## config.mk

```make
export PLATFORM = sky130hd
export DESIGN_NAME = wb_ahb_bridge
export DESIGN_NICKNAME = d
export VERILOG_FILES = /design/src/rtl/wb_ahb_bridge_pkg.sv /design/src/rtl/wb_ahb_size_decode.sv /design/src/rtl/wb_ahb_bridge.sv
export SDC_FILE = /design/constraint.sdc
export NUM_CORES = 1
export LEC_CHECK = 0
export CORE_UTILIZATION = 40
export CTS_BUF_LIST = sky130_fd_sc_hd__clkbuf_8 sky130_fd_sc_hd__clkbuf_16
export CTS_CLUSTER_SIZE = 25
export DETAILED_ROUTE_END_ITERATION = 7
export PLACE_DENSITY = 0.8
export SLEW_MARGIN = 10
export SYNTH_ARGS = -nofsm -noshare
export SYNTH_HDL_FRONTEND = slang
export SYNTH_SLANG_ARGS = --single-unit
export TNS_END_PERCENT = 1
```

## constraint.sdc

```tcl
create_clock -name HCLK -period 5.7 [get_ports HCLK]
set_clock_uncertainty 0.15 [all_clocks]
set_input_delay 1.14 -clock HCLK [delete_from_list [all_inputs] [get_ports HCLK]]
set_output_delay 1.14 -clock HCLK [all_outputs]
set_load 0.02 [all_outputs]
```

## src/rtl/wb_ahb_bridge_pkg.sv

```systemverilog
// Shared constants, FSM encoding and decode payload for the Wishbone-to-AHB-Lite bridge.
package wb_ahb_bridge_pkg;

    localparam int unsigned ADDR_W = 32;
    localparam int unsigned DATA_W = 32;
    localparam int unsigned SEL_W  = 4;

    localparam logic [1:0] HTRANS_IDLE   = 2'b00;
    localparam logic [1:0] HTRANS_NONSEQ = 2'b10;

    localparam logic [2:0] HSIZE_BYTE = 3'b000;
    localparam logic [2:0] HSIZE_HALF = 3'b001;
    localparam logic [2:0] HSIZE_WORD = 3'b010;

    typedef enum logic [2:0] {
        ST_IDLE = 3'd0,
        ST_ADDR = 3'd1,
        ST_DATA = 3'd2,
        ST_REJ  = 3'd3,
        ST_ACK  = 3'd4
    } state_e;

    typedef struct packed {
        logic       legal;
        logic [2:0] hsize;
        logic [1:0] addr_lsb;
    } size_dec_t;

endpackage

```

## src/rtl/wb_ahb_size_decode.sv

```systemverilog
// Maps Wishbone byte selects to an AHB transfer size and the low address bits;
// non-contiguous or misaligned select patterns are flagged illegal.
module wb_ahb_size_decode
    import wb_ahb_bridge_pkg::*;
(
    input  logic [SEL_W-1:0] sel,
    output size_dec_t        dec_c
);

    always_comb begin
        dec_c.legal    = 1'b1;
        dec_c.hsize    = HSIZE_BYTE;
        dec_c.addr_lsb = 2'b00;
        case (sel)
            4'b1111: dec_c.hsize = HSIZE_WORD;
            4'b0011: dec_c.hsize = HSIZE_HALF;
            4'b1100: begin
                dec_c.hsize    = HSIZE_HALF;
                dec_c.addr_lsb = 2'b10;
            end
            4'b0001: dec_c.addr_lsb = 2'b00;
            4'b0010: dec_c.addr_lsb = 2'b01;
            4'b0100: dec_c.addr_lsb = 2'b10;
            4'b1000: dec_c.addr_lsb = 2'b11;
            default: dec_c.legal = 1'b0;
        endcase
    end

endmodule

```

## src/rtl/wb_ahb_bridge.sv

```systemverilog
// Wishbone-classic slave to AHB-Lite master bridge: one outstanding single transfer,
// window/select filtering, registered AHB and Wishbone outputs, sticky error flag.
module wb_ahb_bridge
    import wb_ahb_bridge_pkg::*;
#(
    parameter logic [ADDR_W-1:0] BASE_ADDR = 32'h3000_0000,
    parameter logic [ADDR_W-1:0] WIN_MASK  = 32'hFF00_0000,
    parameter logic [DATA_W-1:0] ERR_DATA  = 32'hDEAD_BEEF
) (
    input  logic              HCLK,
    input  logic              HRESETn,
    input  logic              wbs_cyc_i,
    input  logic              wbs_stb_i,
    input  logic              wbs_we_i,
    input  logic [SEL_W-1:0]  wbs_sel_i,
    input  logic [ADDR_W-1:0] wbs_adr_i,
    input  logic [DATA_W-1:0] wbs_dat_i,
    output logic              wbs_ack_o,
    output logic [DATA_W-1:0] wbs_dat_o,
    output logic [ADDR_W-1:0] HADDR,
    output logic [1:0]        HTRANS,
    output logic              HWRITE,
    output logic [2:0]        HSIZE,
    output logic [DATA_W-1:0] HWDATA,
    input  logic [DATA_W-1:0] HRDATA,
    input  logic              HREADY,
    input  logic              HRESP,
    output logic              bus_err_o,
    input  logic              bus_err_clr
);

    state_e            state_q, state_d;
    size_dec_t         dec_c;
    logic              win_hit_c;
    logic              abandon_q, abandon_d;
    logic              err_set;
    logic [ADDR_W-1:0] haddr_d;
    logic [1:0]        htrans_d;
    logic              hwrite_d;
    logic [2:0]        hsize_d;
    logic [DATA_W-1:0] hwdata_d;
    logic              ack_d;
    logic [DATA_W-1:0] dat_d;
    logic              bus_err_d;

    wb_ahb_size_decode u_size_decode (
        .sel   (wbs_sel_i),
        .dec_c (dec_c)
    );

    assign win_hit_c = (wbs_adr_i & WIN_MASK) == BASE_ADDR;

    // Next-state and next-output logic; abandon remembers a cyc drop so the ack stays suppressed.
    always_comb begin
        state_d   = state_q;
        abandon_d = abandon_q;
        err_set   = 1'b0;
        haddr_d   = HADDR;
        hwrite_d  = HWRITE;
        hsize_d   = HSIZE;
        hwdata_d  = HWDATA;
        ack_d     = 1'b0;
        dat_d     = wbs_dat_o;

        if ((state_q == ST_ADDR || state_q == ST_DATA || state_q == ST_REJ) && !wbs_cyc_i) begin
            abandon_d = 1'b1;
        end

        case (state_q)
            ST_IDLE: begin
                if (wbs_cyc_i && wbs_stb_i) begin
                    abandon_d = 1'b0;
                    if (win_hit_c && dec_c.legal) begin
                        state_d  = ST_ADDR;
                        haddr_d  = {wbs_adr_i[ADDR_W-1:2], dec_c.addr_lsb};
                        hwrite_d = wbs_we_i;
                        hsize_d  = dec_c.hsize;
                        hwdata_d = wbs_dat_i;
                    end else begin
                        state_d = ST_REJ;
                    end
                end
            end
            ST_ADDR: begin
                if (HREADY) state_d = ST_ADDR == ST_ADDR ? ST_DATA : ST_ADDR;
            end
            ST_DATA: begin
                if (HREADY) begin
                    state_d = ST_ACK;
                    ack_d   = wbs_cyc_i && !abandon_d;
                    if (HRESP) begin
                        dat_d   = ERR_DATA;
                        err_set = 1'b1;
                    end else begin
                        dat_d = HWRITE ? '0 : HRDATA;
                    end
                end
            end
            ST_REJ: begin
                state_d = ST_ACK;
                ack_d   = wbs_cyc_i && !abandon_d;
                dat_d   = ERR_DATA;
                err_set = 1'b1;
            end
            ST_ACK:  state_d = ST_IDLE;
            default: state_d = ST_IDLE;
        endcase

        htrans_d  = (state_d == ST_ADDR) ? HTRANS_NONSEQ : HTRANS_IDLE;
        bus_err_d = err_set ? 1'b1 : (bus_err_clr ? 1'b0 : bus_err_o);
    end

    always_ff @(posedge HCLK or negedge HRESETn) begin
        if (!HRESETn) begin
            state_q   <= ST_IDLE;
            abandon_q <= 1'b0;
            HADDR     <= '0;
            HTRANS    <= HTRANS_IDLE;
            HWRITE    <= 1'b0;
            HSIZE     <= '0;
            HWDATA    <= '0;
            wbs_ack_o <= 1'b0;
            wbs_dat_o <= '0;
            bus_err_o <= 1'b0;
        end else begin
            state_q   <= state_d;
            abandon_q <= abandon_d;
            HADDR     <= haddr_d;
            HTRANS    <= htrans_d;
            HWRITE    <= hwrite_d;
            HSIZE     <= hsize_d;
            HWDATA    <= hwdata_d;
            wbs_ack_o <= ack_d;
            wbs_dat_o <= dat_d;
            bus_err_o <= bus_err_d;
        end
    end

endmodule

```

* After elaboration in Yosys (flattened, before gate mapping)
Cells that the tools add are included.
Word-level totals: bits in registers 108, bits of input ports 108, output and inout bits 104, word-level logic and storage cells 62
Cells by class: equal/unequal tests 13, mux-type cells 23, reductions and logical operators 16
Operators by type and width (number):
- $mux 32 | 3
- $pmux 32 s2 | 1
- $eq 4x4->1 const B | 3
- $pmux 3 s4 | 1
- $mux 1 | 9
- $mux 3 | 3
- $eq 4x2->1 const B | 2
- $eq 8x6->1 const B | 1
- $reduce_or 7->1 | 1
- $eq 3x1->1 const B | 2
- $eq 3x2->1 const B | 2
- $pmux 2 s3 | 1
- $eq 4x1->1 const B | 1
- $eq 4x3->1 const B | 1
- $logic_and 1x1->1 | 4
- $mux 2 | 2
- $pmux 1 s2 | 2
- $pmux 2 s2 | 1
- $reduce_bool 2->1 | 2
- $reduce_or 2->1 | 2
- $logic_not 3->1 | 1
- $reduce_and 3->1 | 1
- $logic_not 1->1 | 2
- $logic_or 1x1->1 | 2
- other kinds (2) | 2

* Depth between registers and ports, before layout
depth after elaboration 9, gate-level depth with buffers 8, gate-level depth less buffers 5

* Cells and area by module
Synthesis repeated with hierarchy kept, for this count alone.
Unflattened totals: cells, all modules 293, area, all modules 4221.5 µm²
Modules (own cells, without submodules):
- wb_ahb_bridge | instances 1, cells an instance 279, area each 4130.2 µm², sequential area each 2677.6 µm²
- wb_ahb_size_decode | instances 1, cells an instance 14, area each 91.3 µm², sequential area each 0.0 µm²

* Worst setup path after synthesis
No wires, ideal clock.
path type input -> register, from input port wbs_adr_i[25], to register HADDR[0], setup time 0.127 ns, arrival time 3.034 ns, required time 5.423 ns, setup slack 2.389 ns, stages 6, buffers on the path 2, path through or4_1 > or4_1 > nor3_2 > buf_6 > buf_6 > mux2_1
Between the ends: word-level cells in the longest chain between the ends 3
Ends and longest elaborated chain:
- from (decl) | RTL line wb_ahb_bridge.sv:16 | input logic [ADDR_W-1:0] wbs_adr_i,
- $eq 8x6->1 | RTL line wb_ahb_bridge.sv:51 | assign win_hit_c = (wbs_adr_i & WIN_MASK) == BASE_ADDR;
- $logic_and 1x1->1 | RTL line wb_ahb_bridge.sv:73 | if (win_hit_c && dec_c.legal) begin
- $reduce_and 3->1 (no source line)
- to (signal assigned) | RTL line wb_ahb_bridge.sv:128 | HADDR <= haddr_d;
- to (decl) | RTL line wb_ahb_bridge.sv:20 | output logic [ADDR_W-1:0] HADDR,
No other way between the ends. A chain may end at the register's enable or synchronous reset.

* Worst setup path after layout
from input port wbs_adr_i[25], to register HADDR[17]
The elaborated chain is that of the path after synthesis.

==> run metrics <==
outcome complete, no violations; Core ar. 9955 µm²; Final period util 67.42%; Die Span Y 104.1 µm; Via-to-Cell Ratio 4.995; area growth from synthesis to layout 55.67%; post-synthesis adder-cell area fraction 0%; # DRC 0; measured slew at the worst slew-check pin 0.7253 ns; number of synthesized flops with an enable pin 0; Compound-Gate Fraction of Synth Area 7.618%; I/O pins 212; cts-stage hold buffer count 0; Setup CP Type input pin to flop; post-route antenna net violation count 0; pin count of the biggest net entering global routing 60; Setup Buffers After CTS 0; top-count cell post-synth dfrtp_1; mux contribution to synthesized area 16.17%; Clock transition at path regs roughly 0.090 ns; Root Driver clkbuf_8; Worst slew margin 51.59%; unrepaired setup endpoints after global routing no; top_reg_cell synth dfrtp_1; Leakage 2.953 nW; post-synthesis sequential area ratio 63.59%; share of cells above drive strength 1 10.72%; pwr/cell area 327.2 nW/µm²; Iter 0 DRT Violations 58; Post-Synth Simple-Gate Area under 10%; ranking of synthesized cells by area dfrtp_1, mux2_2, mux2_1; pins over their slew limit 0; CTS tree built; final instance area around 6500 µm²; CTS Sinks 106; Die Wd 104.1 µm; Routability Congestion 0.7605; post-synthesis cell type count 39; Post-Synth XOR/XNOR Area 0.2100%; Buffers on Ports approximately 210; num rows 36; register bit count reported by yosys around 110; CP max stage delay 0.57 ns; largest family of logic cells by synthesized area multiplexers; MaxCap Viol Count 0; Total Wirelength 10500 µm; top post-synthesis cells by count dfrtp_1, mux2_2, nand2_1; Yosys top cell by area dfrtp_1; initial antenna violation count 0; Avg Inst Size Synth 13.54 µm²; DIE AREA 10840 µm²; total grt overflow 0; final hold vios 0; Tot GR Track Use 20.27%; Worst-Skew Late Latency between 0.3 and 0.4 ns; Worst EP required 5.80 ns; first-pass GRT wire length 17190 µm; n_diodes 0; via count between 3k and 4k; total number of yosys warnings 0; cells after synthesis between 300 and 400; placed cell area 6336 µm²; Final #Nets 618; Hold Path Class flop to flop; Tmin final 3.843 ns; clock buffer depth 2; CP Launch Type input pin; initial core utilization a little over two fifths; setup TNS 0 ns; WL/cell approximately 16 µm; mapped cell area 4172 µm²; crit-path cells clkdlybuf4s50_1 -> or4_1 -> or4_1 -> nor3_4 -> buf_12 -> mux2_2; Worst path most repeated cell or4_1; ys async rst share between 90% and 100%; H-tree Lvls 3; dpl hpwl just under 8000 µm; Worst path slowest cell or4_1; Final Power 2.125 mW; worst-case vdd ir drop 0.2166 mV; Pre-antenna DRT Iters 6; Crit. End Element flop; peak fanout along the critical path 59; Arr. time, crit path 3.95 ns; setup violators final 0; Synth top area share 63.59%; vias in the first global route around 3.5k; Max Clk Rate 260.2 MHz; Post-CTS Resized 0; TritonCTS Buffers 9
layout make-up:
type / count / area (µm²)
Clock inverter: 4 / 20.02
Inverter: 4 / 15.01
Fill cell: 784 / 3461
Tap cell: 133 / 166.4
Clock buffer: 10 / 137.6
Timing Repair Buffer: 210 / 2105
Sequential cell: 106 / 2653
Multi-Input combinational cell: 179 / 1398
layout by cell type (no fill, tap or decap), types with 2 or more instances in the layout:
master	instances
clkdlybuf4s50_1	206
dfrtp_1	106
mux2_2	36
nand2_1	31
mux2_1	23
a2bb2oi_1	21
nor2_1	10
clkbuf_8	10
a21oi_1	8
nor2b_1	7
nor3_1	5
inv_1	4
a22o_1	4
nand3_1	4
clkinv_2	4
o211ai_1	3
buf_4	3
nor4_1	2
or4_1	2
nor4b_1	2
or2_1	2
conb_1	2
power breakdown:
group | internal, mW | switching (mW)
Clock | 0.163 | 0.241
Sequential | 0.885 | 0.0864
Combinational | 0.401 | 0.349
Total | 1.45 | 0.676
worst max-delay path, delay by kind of cell:
family | cells | cell delay [ns]
buffers and inverters | 2 | 0.76
muxes | 1 | 0.38
and+or+nand+nor | 3 | 1.61
final timing paths:
check | cells after the start | startpoint | endpoint | slack (ns)
worst min register to register | 1 | abandon_q$_DFF_PN0_ | wbs_ack_o$_DFF_PN0_ | 0.33
min in group asynchronous | 1 | HRESETn | wbs_dat_o[13]$_DFFE_PN0P_ | 0.63
max in group asynchronous | 2 | HRESETn | wbs_dat_o[19]$_DFFE_PN0P_ | 3.59
worst min-delay path | 1 | abandon_q$_DFF_PN0_ | wbs_ack_o$_DFF_PN0_ | 0.33
worst max-delay path | 6 | wbs_adr_i[25] | HADDR[17]$_DFFE_PN0P_ | 1.86
worst max register to register | 4 | state_q[0]$_DFF_PN0_ | HADDR[17]$_DFFE_PN0P_ | 3.29
registers in the layout, indices dropped and copies added, names as in the netlist:
name / flops
HADDR: 32
HSIZE: 2
HTRANS: 1
HWDATA: 32
HWRITE: 1
abandon_q: 1
bus_err_o: 1
state_q: 3
wbs_ack_o: 1
wbs_dat_o: 32
kinds of logic (layout without fill, tap and decap cells):
kind of cell / after synthesis / in the layout
flops: 106 / 106
simple gates: 75 / 75
mux: 60 / 60
compound gates: 41 / 41
buf+inv: 24 / 228
other cells: 1 / 2
xor+xnor: 1 / 1
stage by stage:
step | std cells | utilization (%) | setup slack (ns) | hold slack [ns]
3_3_place_gp | 632 | 63.65 | 1.444 | 0.2931
3_5_place_dp | 632 | 63.65 | 1.404 | 0.3084
2_1_floorplan | 309 | - | 2.389 | 0.2758
6_report | 646 | 65.23 | 1.857 | 0.3279
4_1_cts | 646 | 65.23 | 1.804 | 0.3239
5_1_grt | 646 | 65.23 | 1.749 | 0.3405
per-layer routing:
metal | wire [µm] | vias to the layer above | global-route usage (%)
li1 | - | 1483 | -
met1 | 4088 | 1612 | 22.91
met2 | 5454 | 116 | 35.24
met3 | 710 | 16 | 5.451
met4 | 249 | 0 | 10.20
met5 | 0 | - | 0
Power figures use the tool's default switching activity.
